<file path="src/rtl/carus_bank_arbiter.sv">
// Round-robin arbiter between the host and the vector engine for one shared Carus SRAM bank,
// with a drain / retention / wake-up power sequence that blocks grants outside ACTIVE.
module carus_bank_arbiter #(
  parameter int  NUM_WORDS   = 1024,
  parameter int  WAKE_CYCLES = 2,
  localparam int AddrWidth   = (NUM_WORDS <= 1) ? 1 : $clog2(NUM_WORDS)
) (
  input  logic                 clk_i,
  input  logic                 rst_i,
  // host port
  input  logic                 h_req_i,
  input  logic                 h_we_i,
  input  logic [AddrWidth-1:0] h_addr_i,
  input  logic [31:0]          h_wdata_i,
  input  logic [3:0]           h_be_i,
  output logic                 h_gnt_o,
  output logic                 h_rvalid_o,
  output logic [31:0]          h_rdata_o,
  // vector-engine port
  input  logic                 v_req_i,
  input  logic                 v_we_i,
  input  logic [AddrWidth-1:0] v_addr_i,
  input  logic [31:0]          v_wdata_i,
  input  logic [3:0]           v_be_i,
  output logic                 v_gnt_o,
  output logic                 v_rvalid_o,
  output logic [31:0]          v_rdata_o,
  // retention handshake
  input  logic                 ret_req_i,
  output logic                 ret_ack_o,
  // SRAM wrapper
  output logic                 mem_req_o,
  output logic                 mem_we_o,
  output logic [AddrWidth-1:0] mem_addr_o,
  output logic [31:0]          mem_wdata_o,
  output logic [3:0]           mem_be_o,
  output logic                 mem_set_retentive_no,
  input  logic [31:0]          mem_rdata_i
);

  typedef enum logic [1:0] {ACTIVE, DRAIN, RET, WAKE} state_e;

  state_e     state_q, state_d;
  logic       ptr_q;    // 0: host has priority, 1: vector engine has priority
  logic       pend_q;   // a grant happened last cycle, response due now
  logic       owner_q;  // 0: host, 1: vector engine
  logic [3:0] cnt_q, cnt_d;

  logic gnt_en, sel_v, h_gnt, v_gnt, any_gnt, resp_ok;

  // Grants are suppressed in the cycle ret_req_i is seen so the drain starts clean.
  assign gnt_en  = (state_q == ACTIVE) && !ret_req_i && !rst_i;
  assign sel_v   = v_req_i && (!h_req_i || ptr_q);
  assign h_gnt   = h_req_i && !sel_v && gnt_en;
  assign v_gnt   = v_req_i && sel_v && gnt_en;
  assign any_gnt = h_gnt || v_gnt;

  assign h_gnt_o = h_gnt;
  assign v_gnt_o = v_gnt;

  // Reset kills an in-flight response in the same cycle.
  assign resp_ok    = pend_q && !rst_i;
  assign h_rvalid_o = resp_ok && !owner_q;
  assign v_rvalid_o = resp_ok && owner_q;
  assign h_rdata_o  = h_rvalid_o ? mem_rdata_i : 32'h0;
  assign v_rdata_o  = v_rvalid_o ? mem_rdata_i : 32'h0;

  assign ret_ack_o            = (state_q == RET) && !rst_i;
  assign mem_set_retentive_no = !ret_ack_o;

  always_comb begin
    // NOTE: every output of a combinational block gets a default first, so no path leaves it unassigned and no latch is inferred.
    mem_req_o   = 1'b0;
    mem_we_o    = 1'b0;
    mem_addr_o  = '0;
    mem_wdata_o = 32'h0;
    mem_be_o    = 4'h0;
    if (h_gnt) begin
      mem_req_o   = 1'b1;
      mem_we_o    = h_we_i;
      mem_addr_o  = h_addr_i;
      mem_wdata_o = h_wdata_i;
      mem_be_o    = h_be_i;
    end else if (v_gnt) begin
      mem_req_o   = 1'b1;
      mem_we_o    = v_we_i;
      mem_addr_o  = v_addr_i;
      mem_wdata_o = v_wdata_i;
      mem_be_o    = v_be_i;
    end
  end

  always_comb begin
    state_d = state_q;
    cnt_d   = cnt_q;
    unique case (state_q)
      ACTIVE: if (ret_req_i) state_d = DRAIN;
      DRAIN: begin
        if (!ret_req_i)   state_d = ACTIVE;
        else if (!pend_q) state_d = RET;
      end
      RET: begin
        if (!ret_req_i) begin
          state_d = WAKE;
          cnt_d   = 4'(WAKE_CYCLES - 1);
        end
      end
      WAKE: begin
        if (cnt_q == 4'd0) state_d = ACTIVE;
        else               cnt_d   = cnt_q - 4'd1;
      end
      default: state_d = ACTIVE;
    endcase
  end

  always_ff @(posedge clk_i) begin
    // NOTE: sequential state uses non-blocking assignments so every register samples pre-edge values.
    if (rst_i) begin
      state_q <= ACTIVE;
      ptr_q   <= 1'b0;
      pend_q  <= 1'b0;
      owner_q <= 1'b0;
      cnt_q   <= 4'd0;
    end else begin
      state_q <= state_d;
      cnt_q   <= cnt_d;
      pend_q  <= any_gnt;
      if (any_gnt) begin
        owner_q <= v_gnt;
        ptr_q   <= h_gnt;  // priority passes to whoever was not served
      end
    end
  end

endmodule

</file>
<file path="config.mk">
export PLATFORM = sky130hd
export DESIGN_NAME = carus_bank_arbiter
export DESIGN_NICKNAME = d
export VERILOG_FILES = /design/src/rtl/carus_bank_arbiter.sv
export SDC_FILE = /design/constraint.sdc
export NUM_CORES = 1
export LEC_CHECK = 0
export ABC_AREA = 1
export BUFFER_PORTS_ARGS = -buffer_cell sky130_fd_sc_hd__buf_2
export CELL_PAD_IN_SITES_DETAIL_PLACEMENT = 1
export CELL_PAD_IN_SITES_GLOBAL_PLACEMENT = 1
export CORE_ASPECT_RATIO = 2
export CORE_MARGIN = 4
export CORE_UTILIZATION = 14
export CTS_CLUSTER_SIZE = 30
export DETAILED_ROUTE_END_ITERATION = 8
export PLACE_DENSITY = 0.8
export SETUP_SLACK_MARGIN = 0.02
export SYNTH_ARGS = -nofsm -noshare
export SYNTH_HDL_FRONTEND = slang
export SYNTH_SLANG_ARGS = --single-unit
export TNS_END_PERCENT = 20
</file>
<file path="constraint.sdc">
create_clock -name clk_i -period 1.35 [get_ports clk_i]
set_input_delay 0.135 -clock clk_i [delete_from_list [all_inputs] [get_ports clk_i]]
set_output_delay 0.135 -clock clk_i [all_outputs]
set_load 0.05 [all_outputs]
</file>
# After elaboration in Yosys (flattened, before gate mapping)
# Cells that the tools add are included.
# word_totals
ff_bits	9
in_bits	131
output_inout_bits	118
word_cells	59
# classes
add_sub_neg	1
eq_ne	8
n_mux	21
reduce_logical	24
# ops
op	n
32-bit two-way mux	4
10-bit two-way mux	2
4-bit two-way mux	4
1-bit logical AND	11
2-bit two-way mux	5
2-bit inequality test, second input constant	4
2-bit case mux with 4 select lines	1
4-bit case mux with 2 select lines	1
1-bit zero test	6
2-bit equality test, second input constant	2
4-bit zero test	1
1-bit two-way mux	4
4-bit AND reduction	1
4-bit by 1-bit subtractor with 4-bit output, second input constant	1
3-bit inequality test, second input constant	1
3-bit AND reduction	1
2-bit by 1-bit equality test with 1-bit output, second input constant	1
2-bit zero test	1
1-bit logical OR	2
2-bit nonzero test	1

# Longest topological paths before layout
# Gate-level depths: netlist of run 1.
# logic_depth
word_depth	7
ltp_mapped	9
mapped_depth_nobuf	8

# Worst setup path before layout of run 1
# OpenSTA, ideal clock, no wires.
# synth_timing
path_type	register to output
startpoint	reg owner_q
endpoint	out v_rdata_o[10]
arrival_ps	2625
required_time_ps	1215
setup_slack_ps	-1410
path_stages_with_launch	6
path_buffers	1
path_cell_list	dfxtp_1 -> inv_1 -> nor3_1 -> inv_1 -> buf_2 -> nor2_1
# synth_between
elab_chain_cells	2
# synth_rtl
element	line_no	text
start, declared	46	logic owner_q;
start signal, assigned	129	owner_q <= v_gnt;
1-bit logical AND	64	assign v_rvalid_o = resp_ok && owner_q;
via v_rvalid_o	26	output logic v_rvalid_o,
32-bit two-way mux	66	assign v_rdata_o = v_rvalid_o ? mem_rdata_i : 32'h0;
end, declared	27	output logic [31:0] v_rdata_o,
# The timed path passes the listed nets, and every way through them passes these cells.

==> flow_metrics.py, run 1 <==
metrics = {
    "run_status": {
        "status": "complete, but fails checks",
        "violations": "setup timing",
    },
    "sta": {
        "finalClockSkew_ns": 0.000415,
        "tns_ns": -24.49,
        "hold_violations": 0,
        "whs_ns": 0.341,
        "fin_ws_ns": -0.317,
        "rsz0062_at_grt": "true",
        "timing.fmax_mhz": 600,
        "period_minus_slack_ns": 1.67,
        "layout_worst_path_cycle_share_pct": 124,
        "max-slew-margin-rel_pct": 80.9,
        "slew_violations": 0,
        "worstMarginPinSlew_ns": 0.286,
        "setup_viol": 116,
    },
    "power_and_ir_drop": {
        "intPower_w": 0.00127,
        "ir_drop_mv": 0.344,
        "power_frac_comb_pct": 63.4,
        "p_leak_nw": 2.66,
        "pwr-share-seq_pct": 13.2,
        "switching_power_w": 0.00102,
        "power_density_nw_per_um2": 437,
        "switching_share_pct": 44.6,
        "clockPowerShare_pct": 23.5,
    },
    "synth": {
        "syn-num-nets": 460,
        "synthesis.area_um2": 1500,
        "synth_top_cell_by_area": "nand2_1",
        "avgSynthCellArea_um2": 4.57,
        "synth_ff_type": "dfxtp_1",
        "ys_seq_area_share_pct": 12.0,
        "syn_inst": 328,
        "synth_common_cells": "nand2_1, nor2_1, inv_1",
        "synthTopCellsByArea": "nand2_1, nor2_1, dfxtp_1, inv_1, buf_6",
        "yosys_register_bits": 9,
        "yosysMostFrequentCell": "nand2_1",
        "synth-async-reset-ratio_pct": 0,
        "yosys.area.top_type_share_pct": 39.0,
        "yosysUniqueCellTypes": 18,
        "yosysWarnings": 0,
        "synth_edf_count": 0,
    },
    "die": {
        "die_h_um": 154,
        "fp.coreArea_um2": 10500,
        "start_util_pct": 14.3,
        "rows": 53,
        "die_w_um": 81.2,
        "io_pins": 249,
        "dieArea_um2": 12500,
    },
    "clocking": {
        "holdBufCountCts": 0,
        "cts_tree": "done",
        "cts_max_level": 1,
        "insertion_delay_ns": 0.24,
        "numCtsBuffers": 3,
        "root_buffer": "clkbuf_16",
        "cts_buffer_depth": 2,
        "cts.sinks": 9,
        "path_clk_slew_ns": 0.04,
    },
    "setup_path": {
        "critPathLaunchType": "flip-flop",
        "reg2reg_to": "cnt_q[1]$_SDFFE_PP0P_",
        "crit_type": "reg2out",
        "rrSetupSlack_ns": 0.09,
        "crit_fanout": 8,
        "endpoint": "mem_wdata_o[20]",
        "required_ns": 1.22,
        "r2r_start": "cnt_q[0]$_SDFFE_PP0P_",
        "crit_arrival_ns": 1.53,
        "cp-end-kind": "output pin",
        "ff2ff_path_depth": 6,
    },
    "detailed_routing": {
        "via_per_inst": 4.35,
        "drt_iter0_drc": 71,
        "postRouteWirelength_um": 13200,
        "num_vias": 3226,
        "wl_per_cell_um": 17.8,
        "dr.pass1.iters": 4,
        "drc": 0,
        "antenna_left": 0,
    },
    "grt": {
        "gr-usage-all-layers_pct": 18.0,
        "grt_max_degree": 26,
        "antenna_found_initial": 1,
        "grt_pass1_wl_um": 17600,
        "grt_pass1_vias": 3504,
        "grt_overflow": 0,
    },
    "finish": {
        "synthToLayoutAreaGrowth_pct": 249,
        "utilization_pct": 50.0,
        "fill_cells": 1247,
        "nets": 736,
        "drive_above_1_share_pct": 77.3,
    },
    "placed_design": {
        "gp_congestion": 0.907,
        "dp_slack_ns": -0.169,
        "portBuffers": 248,
        "dp_hpwl_um": 9210,
    },
    "hold_path": {
        "holdCritPathClass": "in2reg",
    },
    "flow_run": {
        "max_cap_violations": 0,
    },
}
-- final cells by class --
type / count / area, um^2 / area share, %
timing repair buffer: 288 / 2780 / 53.2
multi-input combinational: 252 / 1790 / 34.2
inverter: 50 / 220 / 4.20
sequential: 9 / 188 / 3.58
tap: 137 / 171 / 3.27
clock buffer: 4 / 78.8 / 1.51
antenna: 1 / 2.50 / 0.0478
-- per-layer routing --
metal  up-vias  GRT usage [%]  share of wire [%]
met2       176           36.3                 58
li1       1503              -                  -
met3        37           3.61                8.4
met5         -              0                  0
met1      1510           16.7                 29
met4         0           6.12                4.4
-- critical path, stage by stage, from the launching register on --
cell and delay [ns]:
dfxtp_2 0.32, inv_2 0.07, nand3_4 0.08, nor2_4 0.18
nand2_4 0.10, clkinv_8 0.10, clkbuf_16 0.16, nand2_2 0.06
nand2_2 0.07, buf_6 0.15
-- kinds of logic after synthesis --
| family | after synthesis | share of synthesized area (%) |
|---|---|---|
| buffers and inverters | 67 | 20.7 |
| adders and majority gates | 1 | 0.834 |
| and+or+nand+nor | 242 | 63.3 |
| AOI/OAI and AO/OA | 9 | 3.17 |
| DFF | 9 | 12.0 |
-- stage by stage --
step                      power [W]  instances  cell area (um^2)
after detailed placement    0.00139        723              3620
after CTS                   0.00208        727              4470
final                       0.00229        741              5240
after global routing        0.00239        741              5240
after floorplan            0.000991        328              2090
after global placement      0.00135        723              3620
-- worst min-delay path by stage --
stage	to	depth (start not counted)	startpoint	slack [ns]
6_report	flip-flop	4	ret_req_i	0.34
5_1_grt	flip-flop	4	ret_req_i	0.39
4_1_cts	flip-flop	4	ret_req_i	0.34
3_5_place_dp	ptr_q$_SDFFE_PP0P_	2	ptr_q$_SDFFE_PP0P_	0.48
3_3_place_gp	ptr_q$_SDFFE_PP0P_	2	ptr_q$_SDFFE_PP0P_	0.46
2_1_floorplan	flip-flop	2	ret_req_i	0.31
-- power by group through the flow --
stage,clock (W),sequential [W],combinational (W)
floorplan,0,0.000304,0.000687
finish,0.000537,0.000302,0.00145
CTS,0.000540,0.000300,0.00124
detailed placement,0,0.000304,0.00108
global route,0.000552,0.000304,0.00153
global placement,0,0.000301,0.00105
-- what timing repair did --
item	in CTS	in global routing
setup endpoints to repair	122	120
pin swaps	8	40
resized for setup	245	166
cloned	0	10
setup buffers	0	3
-- layout by cell type (no fill, tap or decap), types with 4 or more instances in the layout --
| cell | count |
|---|---|
| nand2_2 | 81 |
| a21oi_1 | 6 |
| nor2_4 | 63 |
| clkbuf_16 | 11 |
| dfxtp_2 | 6 |
| buf_12 | 11 |
| nand3_1 | 6 |
| nor2_1 | 4 |
| buf_6 | 63 |
| buf_8 | 58 |
| buf_4 | 17 |
| inv_1 | 43 |
| nand2_4 | 9 |
| nand2_1 | 68 |
| buf_2 | 131 |
Note: power is estimated with default switching activity, not from simulation.
==> run 2: changes to the inputs <==
PLACE_DENSITY = 0.86   (was 0.8)
==> run 2 against run 1 <==
Effect of this change: the run still ends with setup timing left; critical path depth unchanged; largest power group unchanged; largest cell class unchanged; clock-buffer cell count unchanged; final cell count down 0.40%; first-iteration DRC count up 5.6%.
==> flow_metrics.py, run 2 (same netlist as run 1, synthesis figures left out) <==
metrics = {
    "run_status": {
        "status": "complete, but fails checks",
        "violations": "setup timing",
    },
    "clocking": {
        "holdBufCountCts": 0,
        "cts.sinks": 9,
        "cts_max_level": 1,
        "numCtsBuffers": 3,
        "cts_buffer_depth": 2,
        "cts_tree": "done",
        "insertion_delay_ns": 0.24,
        "path_clk_slew_ns": 0.04,
        "root_buffer": "clkbuf_16",
    },
    "sta": {
        "setup_viol": 114,
        "layout_worst_path_cycle_share_pct": 125,
        "fin_ws_ns": -0.337,
        "hold_violations": 0,
        "worstMarginPinSlew_ns": 0.268,
        "tns_ns": -25.34,
        "timing.fmax_mhz": 593,
        "max-slew-margin-rel_pct": 82.2,
        "rsz0062_at_grt": "true",
        "slew_violations": 0,
        "period_minus_slack_ns": 1.69,
        "finalClockSkew_ns": 0.000699,
    },
    "setup_path": {
        "cp.buffers_inverters": 4,
        "crit_type": "reg2out",
        "cp_num_cells": 9,
        "ff2ff_path_depth": 8,
        "reg2reg_to": "state_q[0]$_SDFFE_PP0P_",
        "critPathLaunchType": "flip-flop",
        "path_cells": "inv_2 > nand3_4 > nor2_4 > nand2_2 > clkinv_4 > clkbuf_16 > nand2_1 > nand2_2 > buf_8",
        "crit_fanout": 6,
        "slowest_delay_ns": 0.33,
        "r2r_start": "cnt_q[0]$_SDFFE_PP0P_",
        "slowest_stage": "dfxtp_2",
        "cp_top_family": "buffers and inverters",
        "required_ns": 1.22,
        "cp-end-kind": "output pin",
        "crit_arrival_ns": 1.55,
        "rrSetupSlack_ns": 0.03,
        "cpMostUsedCell": "nand2_2",
    },
    "grt": {
        "grt_max_degree": 25,
        "grt_pass1_vias": 3582,
        "grt_overflow": 0,
        "gr-usage-all-layers_pct": 19.1,
        "grt_pass1_wl_um": 18600,
        "antenna_found_initial": 0,
    },
    "power_and_ir_drop": {
        "p_leak_nw": 2.55,
        "power_density_nw_per_um2": 450,
        "finalPower_w": 0.00221,
        "ir_drop_mv": 0.389,
    },
    "die": {
        "start_util_pct": 14.3,
        "rows": 53,
        "die_h_um": 154,
        "fp.coreArea_um2": 10500,
        "io_pins": 249,
        "dieArea_um2": 12500,
        "die_w_um": 81.2,
    },
    "detailed_routing": {
        "drt_iter0_drc": 75,
        "postRouteWirelength_um": 13300,
        "drc": 0,
        "num_vias": 3217,
        "antenna_left": 0,
        "via_per_inst": 4.36,
        "wl_per_cell_um": 18.0,
        "dr.pass1.iters": 4,
    },
    "hold_path": {
        "min_to": "ptr_q$_SDFFE_PP0P_",
        "min_delay_path_depth": 3,
        "holdCritPathClass": "in2reg",
        "hold_start": "rst_i",
    },
    "flow_run": {
        "max_cap_violations": 0,
    },
    "placed_design": {
        "dp_hpwl_um": 8470,
        "dp_slack_ns": -0.158,
        "portBuffers": 248,
        "gp_congestion": 0.797,
    },
    "finish": {
        "nets": 734,
        "drive_above_1_share_pct": 68.4,
        "final_common_cell": "buf_2",
        "diodes": 0,
        "utilization_pct": 46.8,
        "final_cell_mix": "buf_2, nand2_1, buf_6",
        "synthToLayoutAreaGrowth_pct": 227,
    },
}
[run 2: cell types whose count changed in the layout (fill, tap and decap cells not counted), sizes merged]
cell	change
diode	-1
buf	+1
clkbuf	-3
[run 2: cell type report]
class	count	area [um^2]
well taps	137	171
fillers	1282	5580
clock buffers	4	78.8
inverters	50	205
multi-input cells	252	1650
repair buffers	286	2610
flip-flops and latches	9	186
[run 2: worst max path at each step]
stage	startpoint	to	slack, ns
after floorplan	pend_q$_SDFF_PP0_	h_rdata_o[10]	-0.32
after global placement	flip-flop	mem_wdata_o[23]	-0.13
after detailed placement	flip-flop	mem_addr_o[1]	-0.16
after CTS	flip-flop	mem_wdata_o[15]	-0.30
after global routing	flip-flop	mem_wdata_o[14]	-0.41
final	flip-flop	mem_be_o[0]	-0.34
[run 2: layer usage]
layer | vias up | routed length [um] | global-route usage [%] | part of all wire, %
li1 | 1498 | - | - | -
met1 | 1471 | 3950 | 17.2 | 30
met2 | 207 | 7480 | 37.3 | 56
met3 | 41 | 1190 | 4.55 | 9.0
met4 | 0 | 633 | 9.99 | 4.8
met5 | - | 0 | 0 | 0
[run 2: stage by stage]
| step | hold slack (ns) | cells | instance area (um^2) |
|---|---|---|---|
| 2_1_floorplan | 0.306 | 328 | 2090 |
| 3_3_place_gp | 0.464 | 725 | 3600 |
| 3_5_place_dp | 0.471 | 725 | 3600 |
| 4_1_cts | 0.331 | 730 | 4490 |
| 5_1_grt | 0.360 | 738 | 4900 |
| 6_report | 0.345 | 738 | 4900 |
[run 2: power by group]
group	internal, W	switching, W
clock network	0.000396	0.000144
registers	0.000286	0.0000158
logic	0.000533	0.000832
total	0.00121	0.000992
[run 2: worst register-to-register path: cells and delay by family, from the launching register on]
family                     cells  cell delay (ns)
and+or+nand+nor                4             0.41
DFF                            1             0.32
buffers and inverters          3             0.27
adders and majority gates      1             0.22
[run 2: timing repair]
action / in CTS / in global routing
gates cloned: 1 / 5
endpoints found under the setup margin: 120 / 123
gates resized for setup: 251 / 81
setup buffers: 0 / 3
hold endpoints to repair: 0 / 0
pin swaps: 5 / 13
==> run 3: changes to the inputs <==
CORE_ASPECT_RATIO = 0.8   (was 2)
PLACE_DENSITY = 0.82   (was 0.86)
==> run 3 against run 2 <==
Effect of this change: the run still ends with setup timing left; worst setup slack better by 0.0029 ns; die area down 0.72%; core utilization increased by 0.72 points; sequential power about the same; register-to-register slack gained 0.08 ns; via count is 0.47% lower; routed wire length grew 2.3%; critical path depth is the same; sequential share of layout area barely moved; clock power fell by 3%.
==> flow_metrics.py, run 3 (same netlist as run 1, synthesis figures left out) <==
metrics = {
    "grt": {
        "grt_pass1_vias": 3583,
        "grt_pass1_wl_um": 18400,
        "grt_overflow": 0,
        "antenna_found_initial": 0,
        "grt_max_degree": 25,
        "gr-usage-all-layers_pct": 18.6,
    },
    "die": {
        "die_h_um": 101,
        "die_w_um": 124,
        "start_util_pct": 14.5,
        "io_pins": 249,
        "dieArea_um2": 12400,
        "rows": 33,
        "fp.coreArea_um2": 10400,
    },
    "finish": {
        "synthToLayoutAreaGrowth_pct": 228,
        "final_cell_mix": "buf_2, nand2_1, buf_6",
        "diodes": 0,
        "nets": 730,
        "finalInstanceArea_um2": 4920,
        "drive_above_1_share_pct": 68.3,
        "final_common_cell": "buf_2",
    },
    "detailed_routing": {
        "dr.pass1.iters": 4,
        "via_per_inst": 4.34,
        "num_vias": 3202,
        "postRouteWirelength_um": 13600,
        "drt_iter0_drc": 101,
        "wl_per_cell_um": 18.4,
        "antenna_left": 0,
        "drc": 0,
    },
    "power_and_ir_drop": {
        "intPower_w": 0.00122,
        "switching_power_w": 0.000985,
        "clockPowerShare_pct": 23.7,
        "power_frac_comb_pct": 62.7,
        "ir_drop_mv": 0.382,
        "power_density_nw_per_um2": 449,
        "pwr-share-seq_pct": 13.6,
        "switching_share_pct": 44.6,
        "p_leak_nw": 2.56,
    },
    "placed_design": {
        "dpl_cell_area_um2": 3580,
        "dp_hpwl_um": 8680,
        "gp_congestion": 0.813,
        "portBuffers": 248,
    },
    "run_status": {
        "status": "complete, but fails checks",
        "violations": "setup timing",
    },
    "flow_run": {
        "max_cap_violations": 0,
    },
    "setup_path": {
        "crit_type": "reg2out",
        "reg2reg_to": "cnt_q[1]$_SDFFE_PP0P_",
        "crit_fanout": 12,
        "ff2ff_path_depth": 6,
        "rrSetupSlack_ns": 0.11,
        "crit_arrival_ns": 1.55,
        "endpoint": "mem_wdata_o[23]",
        "r2r_start": "cnt_q[1]$_SDFFE_PP0P_",
        "cp-end-kind": "output pin",
        "required_ns": 1.22,
        "critPathLaunchType": "flip-flop",
    },
    "sta": {
        "fin_ws_ns": -0.334,
        "layout_worst_path_cycle_share_pct": 125,
        "timing.fmax_mhz": 594,
        "period_minus_slack_ns": 1.68,
        "finalClockSkew_ns": 0.000467,
        "tns_ns": -25.14,
        "setup_viol": 115,
        "slew_violations": 0,
        "rsz0062_at_grt": "true",
        "max-slew-margin-rel_pct": 82.7,
        "worstMarginPinSlew_ns": 0.258,
        "hold_violations": 0,
    },
    "clocking": {
        "cts_tree": "done",
        "cts_buffer_depth": 2,
        "cts.sinks": 9,
        "root_buffer": "clkbuf_16",
        "numCtsBuffers": 3,
        "path_clk_slew_ns": 0.04,
        "holdBufCountCts": 0,
        "cts_max_level": 1,
        "insertion_delay_ns": 0.23,
    },
    "hold_path": {
        "holdCritPathClass": "in2reg",
    },
}
-- run 3: cell count changes in the layout (fill, tap and decap cells not counted), sizes merged --
cell	change
clkbuf	+1
buf	-5
-- run 3: area by class of cell --
| class | count | area (um^2) |
|---|---|---|
| Multi-Input combinational cell | 252 | 1660 |
| Fill cell | 1269 | 5440 |
| Clock buffer | 4 | 78.8 |
| Timing Repair Buffer | 282 | 2610 |
| Tap cell | 140 | 175 |
| Sequential cell | 9 | 186 |
| Inverter | 50 | 205 |
-- run 3: worst min-delay path by stage --
stage,end,start,cells past startpoint,slack (ns)
after floorplan,flip-flop,ret_req_i,2,0.31
after CTS,flip-flop,ret_req_i,4,0.33
final,flip-flop,ret_req_i,4,0.34
after global placement,ptr_q$_SDFFE_PP0P_,ptr_q$_SDFFE_PP0P_,2,0.46
after detailed placement,owner_q$_SDFFE_PP0P_,owner_q$_SDFFE_PP0P_,2,0.48
after global routing,flip-flop,ret_req_i,4,0.37
-- run 3: timing repair --
item | in CTS | in global routing
endpoints found under the setup margin | 118 | 122
buffers inserted | 0 | 2
gates resized for setup | 245 | 85
pin swaps | 13 | 16
gates cloned | 2 | 6
-- run 3: power by group through the flow --
| stage | clock (W) | sequential (W) | combinational, W |
|---|---|---|---|
| 6_report | 0.000523 | 0.000301 | 0.00138 |
| 5_1_grt | 0.000550 | 0.000303 | 0.00146 |
| 4_1_cts | 0.000530 | 0.000299 | 0.00124 |
| 3_5_place_dp | 0 | 0.000302 | 0.00106 |
| 3_3_place_gp | 0 | 0.000300 | 0.00103 |
| 2_1_floorplan | 0 | 0.000304 | 0.000687 |
-- run 3: critical path, stage by stage (launching register included) --
cell       delay (ns)
dfxtp_2          0.32
inv_2            0.07
nand3_4          0.08
nor2_4           0.11
nand2_2          0.08
clkinv_4         0.11
clkbuf_16        0.19
nand2_1          0.08
nand2_1          0.09
buf_6            0.16
-- run 3: per-layer routing --
| layer | track usage, % | wire length, um | up-vias |
|---|---|---|---|
| li1 | - | - | 1497 |
| met1 | 19.4 | 4540 | 1481 |
| met2 | 36.9 | 7400 | 185 |
| met3 | 3.87 | 1190 | 39 |
| met4 | 5.19 | 429 | 0 |
| met5 | 0 | 0 | - |
-- run 3: through the flow --
step	power, W	util (%)	hold slack, ns	std cells	worst slack [ns]
after floorplan	0.000991	-	0.306	328	-0.317
after global placement	0.00133	34.6	0.464	723	-0.107
after detailed placement	0.00136	34.6	0.475	723	-0.170
after CTS	0.00207	43.2	0.334	729	-0.323
after global routing	0.00231	47.5	0.372	737	-0.402
final	0.00221	47.5	0.341	737	-0.334
